===== src/rtl/mem_size_pkg.sv =====
// Purpose : shared encodings for the sized load/store controller (ops, reduce sizes, FSM states).
// Latency : n/a (types and pure functions only).
// Backpressure: n/a.
package mem_size_pkg;

  typedef enum logic [2:0] {
    OP_LW = 3'b000,
    OP_LH = 3'b001,
    OP_LB = 3'b010,
    OP_SW = 3'b100,
    OP_SH = 3'b101,
    OP_SB = 3'b110
  } memOp_e;

  typedef enum logic [1:0] {
    SIZE_WORD = 2'b00,
    SIZE_HALF = 2'b01,
    SIZE_BYTE = 2'b10
  } rdcSize_e;

  typedef enum logic [2:0] {
    S_IDLE,
    S_RD_ISSUE,
    S_RD_WAIT,
    S_LATCH,
    S_MERGE_WR,
    S_WR,
    S_FINISH,
    S_ERR
  } state_e;

  function automatic logic isStore(input logic [2:0] op);
    return (op == OP_SW) || (op == OP_SH) || (op == OP_SB);
  endfunction

  // Reduce-mux size for an op; word for anything that is not a half/byte access.
  function automatic rdcSize_e opSize(input logic [2:0] op);
    case (op)
      OP_LH, OP_SH: return SIZE_HALF;
      OP_LB, OP_SB: return SIZE_BYTE;
      default:      return SIZE_WORD;
    endcase
  endfunction

endpackage


===== src/rtl/mem_align_chk.sv =====
// Purpose : flags illegal op codes and misaligned word/half addresses.
// Latency : combinational, zero cycles.
// Backpressure: none.
// Ports   : op[2:0], addr_lo[1:0] in; misalign, illegal out.
module mem_align_chk
  import mem_size_pkg::*;
(
  input  logic [2:0] op,
  input  logic [1:0] addr_lo,
  output logic       misalign,
  output logic       illegal
);

  always_comb begin
    misalign = 1'b0;
    illegal  = 1'b0;
    case (op)
      OP_LW, OP_SW: misalign = (addr_lo != 2'b00);
      OP_LH, OP_SH: misalign = addr_lo[0];
      OP_LB, OP_SB: misalign = 1'b0;
      default:      illegal  = 1'b1;
    endcase
  end

endmodule


===== src/rtl/mem_size_ctrl.sv =====
// Purpose : sequences sized loads, read-modify-write sub-word stores and word stores.
// Latency : start->done LW/LH/LB 4, SH/SB 5, SW 2, error 1 cycle(s).
// Backpressure: start is only sampled in IDLE; busy=1 means start is ignored.
// Ports   : clk, reset (sync, active-high), start, op[2:0], addr_lo[1:0] in;
//           MemWR, MemRd, MDRWrite, RdcCtrl, RdcSize[1:0], RegWrLd, busy, done, err out.
module mem_size_ctrl
  import mem_size_pkg::*;
(
  input  logic       clk,
  input  logic       reset,
  input  logic       start,
  input  logic [2:0] op,
  input  logic [1:0] addr_lo,
  output logic       MemWR,
  output logic       MemRd,
  output logic       MDRWrite,
  output logic       RdcCtrl,
  output logic [1:0] RdcSize,
  output logic       RegWrLd,
  output logic       busy,
  output logic       done,
  output logic       err
);

  state_e     stateQ, stateD;
  logic [2:0] opQ;
  logic [1:0] addrLoQ;

  logic [2:0] chkOp;
  logic [1:0] chkAddrLo;
  logic       chkMisalign, chkIllegal;

  // In IDLE the checker judges the incoming request; once in flight it watches
  // the captured operands, which must stay legal for the whole operation.
  assign chkOp     = (stateQ == S_IDLE) ? op      : opQ;
  assign chkAddrLo = (stateQ == S_IDLE) ? addr_lo : addrLoQ;

  mem_align_chk uAlignChk (
    .op       (chkOp),
    .addr_lo  (chkAddrLo),
    .misalign (chkMisalign),
    .illegal  (chkIllegal)
  );

  always_ff @(posedge clk) begin
    if (reset) begin
      stateQ  <= S_IDLE;
      opQ     <= '0;
      addrLoQ <= '0;
    end else begin
      stateQ <= stateD;
      if (stateQ == S_IDLE && start) begin
        opQ     <= op;
        addrLoQ <= addr_lo;
      end
    end
  end

  always_comb begin
    stateD = stateQ;
    case (stateQ)
      S_IDLE: begin
        if (start) begin
          if (chkIllegal || chkMisalign) stateD = S_ERR;
          else if (op == OP_SW)          stateD = S_WR;
          else                           stateD = S_RD_ISSUE;
        end
      end
      S_RD_ISSUE: stateD = S_RD_WAIT;
      S_RD_WAIT:  stateD = S_LATCH;
      // Sub-word stores merge into the word just read; loads are done.
      S_LATCH:    stateD = isStore(opQ) ? S_MERGE_WR : S_FINISH;
      S_MERGE_WR: stateD = S_FINISH;
      S_WR:       stateD = S_FINISH;
      S_FINISH:   stateD = S_IDLE;
      S_ERR:      stateD = S_IDLE;
      default:    stateD = S_IDLE;
    endcase
  end

  always_comb begin
    MemWR    = 1'b0;
    MemRd    = 1'b0;
    MDRWrite = 1'b0;
    RdcCtrl  = 1'b0;
    RdcSize  = SIZE_WORD;
    RegWrLd  = 1'b0;
    done     = 1'b0;
    err      = 1'b0;
    busy     = (stateQ != S_IDLE);
    case (stateQ)
      S_RD_ISSUE: MemRd    = 1'b1;
      S_LATCH:    MDRWrite = 1'b1;
      S_MERGE_WR: begin
        RdcCtrl = 1'b1;
        MemWR   = 1'b1;
        RdcSize = opSize(opQ);
      end
      S_WR: begin
        RdcCtrl = 1'b1;
        MemWR   = 1'b1;
        RdcSize = SIZE_WORD;
      end
      S_FINISH: begin
        done = 1'b1;
        if (!isStore(opQ)) begin
          RegWrLd = 1'b1;
          RdcSize = opSize(opQ);
        end
      end
      S_ERR: begin
        done = 1'b1;
        err  = 1'b1;
      end
      default: ;
    endcase
    // Reset kills side effects in the same cycle so an interrupted RMW never writes.
    if (reset) begin
      MemWR    = 1'b0;
      MemRd    = 1'b0;
      MDRWrite = 1'b0;
      RegWrLd  = 1'b0;
    end
  end

  inFlightLegal: assert property (@(posedge clk) disable iff (reset)
    (stateQ != S_IDLE && stateQ != S_ERR) |-> !(chkMisalign || chkIllegal));

endmodule


===== config.mk =====
export PLATFORM = sky130hd
export DESIGN_NAME = mem_size_ctrl
export DESIGN_NICKNAME = d
export VERILOG_FILES = /design/src/rtl/mem_size_pkg.sv /design/src/rtl/mem_align_chk.sv /design/src/rtl/mem_size_ctrl.sv
export SDC_FILE = /design/constraint.sdc
export NUM_CORES = 1
export LEC_CHECK = 0
export CAP_MARGIN = 20
export CELL_PAD_IN_SITES_DETAIL_PLACEMENT = 0
export CELL_PAD_IN_SITES_GLOBAL_PLACEMENT = 1
export CORE_UTILIZATION = 27
export CTS_CLUSTER_SIZE = 20
export DETAILED_ROUTE_END_ITERATION = 8
export GPL_TIMING_DRIVEN = 0
export PLACE_DENSITY_LB_ADDON = 0.1
export RECOVER_POWER = 100
export SYNTH_ARGS = -nofsm -noshare
export SYNTH_HDL_FRONTEND = slang
export SYNTH_SLANG_ARGS = --single-unit

===== constraint.sdc =====
create_clock -name clk -period 1.45 [get_ports clk]
set_clock_uncertainty 0.15 [all_clocks]
set_input_delay 0.29 -clock clk [delete_from_list [all_inputs] [get_ports clk]]
set_output_delay 0.29 -clock clk [all_outputs]
set_load 0.02 [all_outputs]

Word level (Yosys, flattened, before mapping)
Cells that the tools add are included.
W data, S select, Z words.
{"block": "word_totals", "reg_bits": 8, "input_bits": 8, "word_cells": 60}
{"block": "op_classes", "eq_ne": 19, "mux": 23, "reduce_logical": 15}
{"cell": "$eq A3 B3 Y1 const B", "count": 11}
{"cell": "$pmux W3 S6", "count": 1}
{"cell": "$eq A3 B2 Y1 const B", "count": 4}
{"cell": "$mux W1", "count": 12}
{"cell": "$mux W3", "count": 4}
{"cell": "$reduce_or A2 Y1", "count": 6}
{"cell": "$eq A3 B1 Y1 const B", "count": 3}
{"cell": "$pmux W2 S2", "count": 2}
{"cell": "$logic_not A3 Y1", "count": 2}
{"cell": "$mux W2", "count": 3}
{"cell": "$reduce_or A6 Y1", "count": 1}
{"cell": "$logic_or A1 B1 Y1", "count": 3}
{"cell": "$reduce_bool A3 Y1", "count": 1}
{"cell": "$ne A2 B2 Y1 const B", "count": 1}
{"cell": "$pmux W1 S2", "count": 1}
{"cell": "$reduce_bool A2 Y1", "count": 1}
{"cell": "$logic_and A1 B1 Y1", "count": 1}

Logic depth before layout (Yosys ltp)
{"block": "depth", "ltp_word": 9, "depth_mapped": 4, "mapped_depth_nobuf": 3}

Hierarchy
Synthesis repeated with hierarchy kept, for this count alone.
{"block": "hier_totals", "hier_cells": 57, "area_unflattened_um2": 530.5}
{"module": "mem_size_ctrl", "instances": 1, "cells_per_inst": 53, "area_each_um2": 504.2, "seq_area_each_um2": 160.2}
{"module": "mem_align_chk", "instances": 1, "cells_per_inst": 4, "area_each_um2": 26.3, "seq_area_each_um2": 0.0}

Worst setup path after synthesis
Ideal clock, no wire load.
{"block": "synth_timing", "kind": "reg2out", "from": "register stateQ[2]", "to": "output port RegWrLd", "arrival_time_ns": 1.446, "t_required_ns": 1.010, "setup_slack_ns": -0.436, "stages_incl_launch_ff": 4, "path_buffers": 1, "cell_sequence": "dfxtp_1 -> buf_6 -> and2_1 -> nor4b_1"}
{"block": "synth_via", "elab_chain_cells": 3}
{"element": "start: declaration", "line": "mem_size_ctrl.sv:25", "source": "state_e stateQ, stateD;"}
{"element": "start signal: assignment", "line": "mem_size_ctrl.sv:51", "source": "stateQ <= stateD;"}
{"element": "$eq A3 B3 Y1", "line": "mem_size_ctrl.sv:91", "source": "case (stateQ)"}
{"element": "$mux W1", "line": "mem_size_ctrl.sv:91"}
{"element": "$mux W1", "line": "mem_size_ctrl.sv:118", "source": "if (reset) begin"}
{"element": "end: declaration", "line": "mem_size_ctrl.sv:19", "source": "output logic RegWrLd,"}
No other way between the ends.

Final worst setup path
{"block": "layout_timing", "from": "register stateQ[0]", "to": "output port RdcSize[0]"}
{"block": "layout_via", "elab_chain_cells": 2, "elab_cells_between_ends": 3}
{"element": "$eq A3 B3 Y1", "line": "mem_size_ctrl.sv:91"}
{"element": "$pmux W2 S2 *", "line": "mem_size_ctrl.sv:91"}
{"element": "end: declaration", "line": "mem_size_ctrl.sv:18", "source": "output logic [1:0] RdcSize,"}
Mark *: on every way between the ends. The rest lies on a longest branch, timed or not.

==> results.toml <==
[worst_setup_path]
r2r-start = "stateQ[2]"
reg2reg_depth = 5
crit_end = "RdcSize[0]"
r2r_slack_ns = 0.05
required_ns = 1.01
worstSetupPathType = "reg -> out"
critPathLaunch = "stateQ[0]"
cp-end-kind = "primary output"
rr_endpoint = "opQ[0]"
cp_max_fo = 7
crit_path_start_kind = "flip-flop"
worstPathArrival_ns = 1.22

[route]
viasPerCell = 4.775
drc_errors = 0
drt_first_pass_iters = 2
ant_nets = 0
wl_um = 1080
vias = 425
dr.first_iter.drc_count = 4
wl_per_cell_um = 12.13

[synth]
synthesis.area_um2 = 397.9
ys_seq_area_frac = 0.3019
syn_inst = 45
syn_avg_cell_area_um2 = 8.842
ys.warnings.count = 0
synth_seq_cells = 6
syn_nets = 53
synth_cell_types = 28

[sta]
fin_crit_ns = 1.663
setup_viol = 9
worst_slew_pin_slew_ns = 0.3228
finalCritPeriodShare = 1.147
slew_headroom = 0.7844
post-route-worst-setup-slack_ns = -0.2133
fmax_mhz = 601.2
rsz0062_at_grt = "yes"
hold_viol_final = 0
drv_slew = 0

[status]
violations = "negative setup slack"
status = "finished, violations left"

[grt]
grt_max_degree = 9
grt_antenna_before_repair = 0
track_usage = 0.1566
grt_first_pass_wirelength_um = 1649
grt-ovfl-total = 0
grt_pass1_vias = 413

[floorplan]
rows = 13
die_w_um = 40.39
dieArea_um2 = 1631
initial_core_util = 0.2983
io_pins = 18
fp.coreArea_um2 = 1334
die_y_um = 40.39

[power_and_ir_drop]
internal-power_mw = 0.5052
leakage_nw = 0.3406
p_seq_frac = 0.286
p_sw_mw = 0.2426
pwr-share-clk = 0.194
swShare = 0.3244
vdd_drop_max_mv = 0.7231
combPwrFrac = 0.520
power.density_nw_per_um2 = 978.2
p_total_mw = 0.7478

[final_layout]
multi_input_area_um2 = 287.8
area_delta_synth_final_pct = 92.14
utilization = 0.5732
n_antenna_cell = 0
fillCellCount = 130
seq_area_um2 = 123.9
final_cells = 89
nets = 84
drive_gt1_frac = 0.5811

[placement]
port_buffers = 17
place.gp.congestion = 0.6848
dpl.cell_count = 77
detailed_place_hpwl_um = 712.5

[clock_network]
cts_sinks = 6
cts_tree = "built"
cts_max_level = 1
cts_buffers = 3
clockBufferDepth = 2
clk_pin_slew_ns = 0.04
clkLatencyLatePin_ns = 0.23
ctsHoldBuffers = 0
clock-root-buffer = "clkbuf_4"

[flow_run]
cap_viol_max_count = 0

[worst_hold_path]
hp-class = "in -> reg"
[cell families after synthesis]
family	synth area share
AND/OR/NAND/NOR	0.3774
AO/OA/AOI/OAI	0.1573
flip-flops	0.3019
multiplexers	0.07547
buffers and inverters	0.08804
[Yosys cell counts (all sizes together)]
| cell type | n | share of area |
|---|---|---|
| dfxtp | 6 | 0.30 |
| nor2 | 6 | 0.057 |
| inv | 3 | 0.028 |
| mux2i | 3 | 0.075 |
| nor4b | 3 | 0.10 |
| and3b | 2 | 0.044 |
| buf | 2 | 0.041 |
| clkbuf | 2 | 0.019 |
| a211oi | 1 | 0.019 |
| a21boi | 1 | 0.019 |
| a21oi | 1 | 0.013 |
| a311o | 1 | 0.025 |
| a31oi | 1 | 0.016 |
| and2 | 1 | 0.016 |
| and3 | 1 | 0.019 |
| and4bb | 1 | 0.031 |
| nand2b | 1 | 0.016 |
| nand3 | 1 | 0.013 |
| nor2b | 1 | 0.016 |
| nor3 | 1 | 0.013 |
| nor4 | 1 | 0.016 |
| o2111ai | 1 | 0.022 |
| o211ai | 1 | 0.019 |
| o21ba | 1 | 0.025 |
| or2 | 1 | 0.016 |
| or2b | 1 | 0.019 |
[flip-flops by register name (all words and copies together) (netlist names)]
| register | flops |
|---|---|
| stateQ | 3 |
| opQ | 3 |
[power groups by stage]
stage / clock network [mW] / registers, mW / logic [mW]
after floorplan: 0 / 0.207 / 0.188
after global placement: 0 / 0.210 / 0.280
after detailed placement: 0 / 0.210 / 0.279
after CTS: 0.150 / 0.208 / 0.360
after global routing: 0.160 / 0.215 / 0.418
final: 0.145 / 0.214 / 0.389
[area by class of cell]
class | instances | area share
multi-input combinational | 32 | 0.3764
timing repair buffer | 26 | 0.3241
clock buffer | 3 | 0.02946
buffer | 4 | 0.06874
tap | 15 | 0.02455
sequential | 6 | 0.1620
inverter | 3 | 0.01473
[metal layers]
metal / routed length [µm] / GRT usage / vias up
li1: - / - / 219
met1: 470 / 0.1672 / 195
met2: 569 / 0.2857 / 11
met3: 40 / 0.06667 / 0
met4: 0 / 0.02500 / 0
met5: 0 / 0 / -
[layout by cell type, fill, tap and decap left out]
cell,Yosys,layout
buf_8,0,2
nor4b_4,1,2
nand3_1,1,1
a311o_1,1,1
nor4b_2,0,1
o211ai_1,1,1
and3_2,1,1
nor4_1,1,1
buf_6,1,12
nand2b_1,1,1
o2111ai_1,1,1
mux2i_1,3,3
a21oi_1,1,1
a21boi_1,0,1
inv_1,3,3
nor3_4,0,1
and2_4,0,1
nor2_2,0,1
dfxtp_2,0,3
nor2_1,6,5
or2b_1,1,1
buf_4,0,9
a211oi_2,0,1
dlymetal6s2s_1,0,1
a31oi_1,1,1
o21ba_2,1,1
and3b_2,0,2
clkdlybuf4s50_1,0,5
clkbuf_2,0,1
and4bb_2,1,1
or2_2,1,1
clkbuf_4,0,3
nor2b_1,1,1
dfxtp_1,6,3
[stage by stage]
stage	hold WS (ns)	cell area (µm²)	worst slack (ns)	TNS [ns]
finish	0.2608	764.5	-0.2133	-1.319
global route	0.2757	764.5	-0.2694	-1.817
CTS	0.3886	745.7	-0.2297	-1.364
detailed placement	0.3664	626.9	-0.8239	-6.740
global placement	0.3593	626.9	-0.8040	-6.792
floorplan	0.2872	437.9	-0.06535	-0.06535
[worst max-delay path, cell delays in order (launching register included)]
cell and delay, ns:
dfxtp_2 0.33, buf_8 0.13, a211oi_2 0.21, and3b_2 0.21
buf_6 0.11
[what timing repair did]
action,in CTS,in global routing
gates cloned,1,0
setup endpoints to repair,14,14
buffers inserted,7,1
pin swaps,4,4
resized for setup,68,13
[worst min path at each step]
stage | from | to | cells after the start
final | start | stateQ[0] | 3
after global routing | start | stateQ[0] | 3
after CTS | opQ[0] | opQ[0] | 2
after detailed placement | opQ[2] | opQ[2] | 2
after global placement | opQ[2] | opQ[2] | 2
after floorplan | op[0] | opQ[0] | 2
Power figures use the tool's default switching activity.
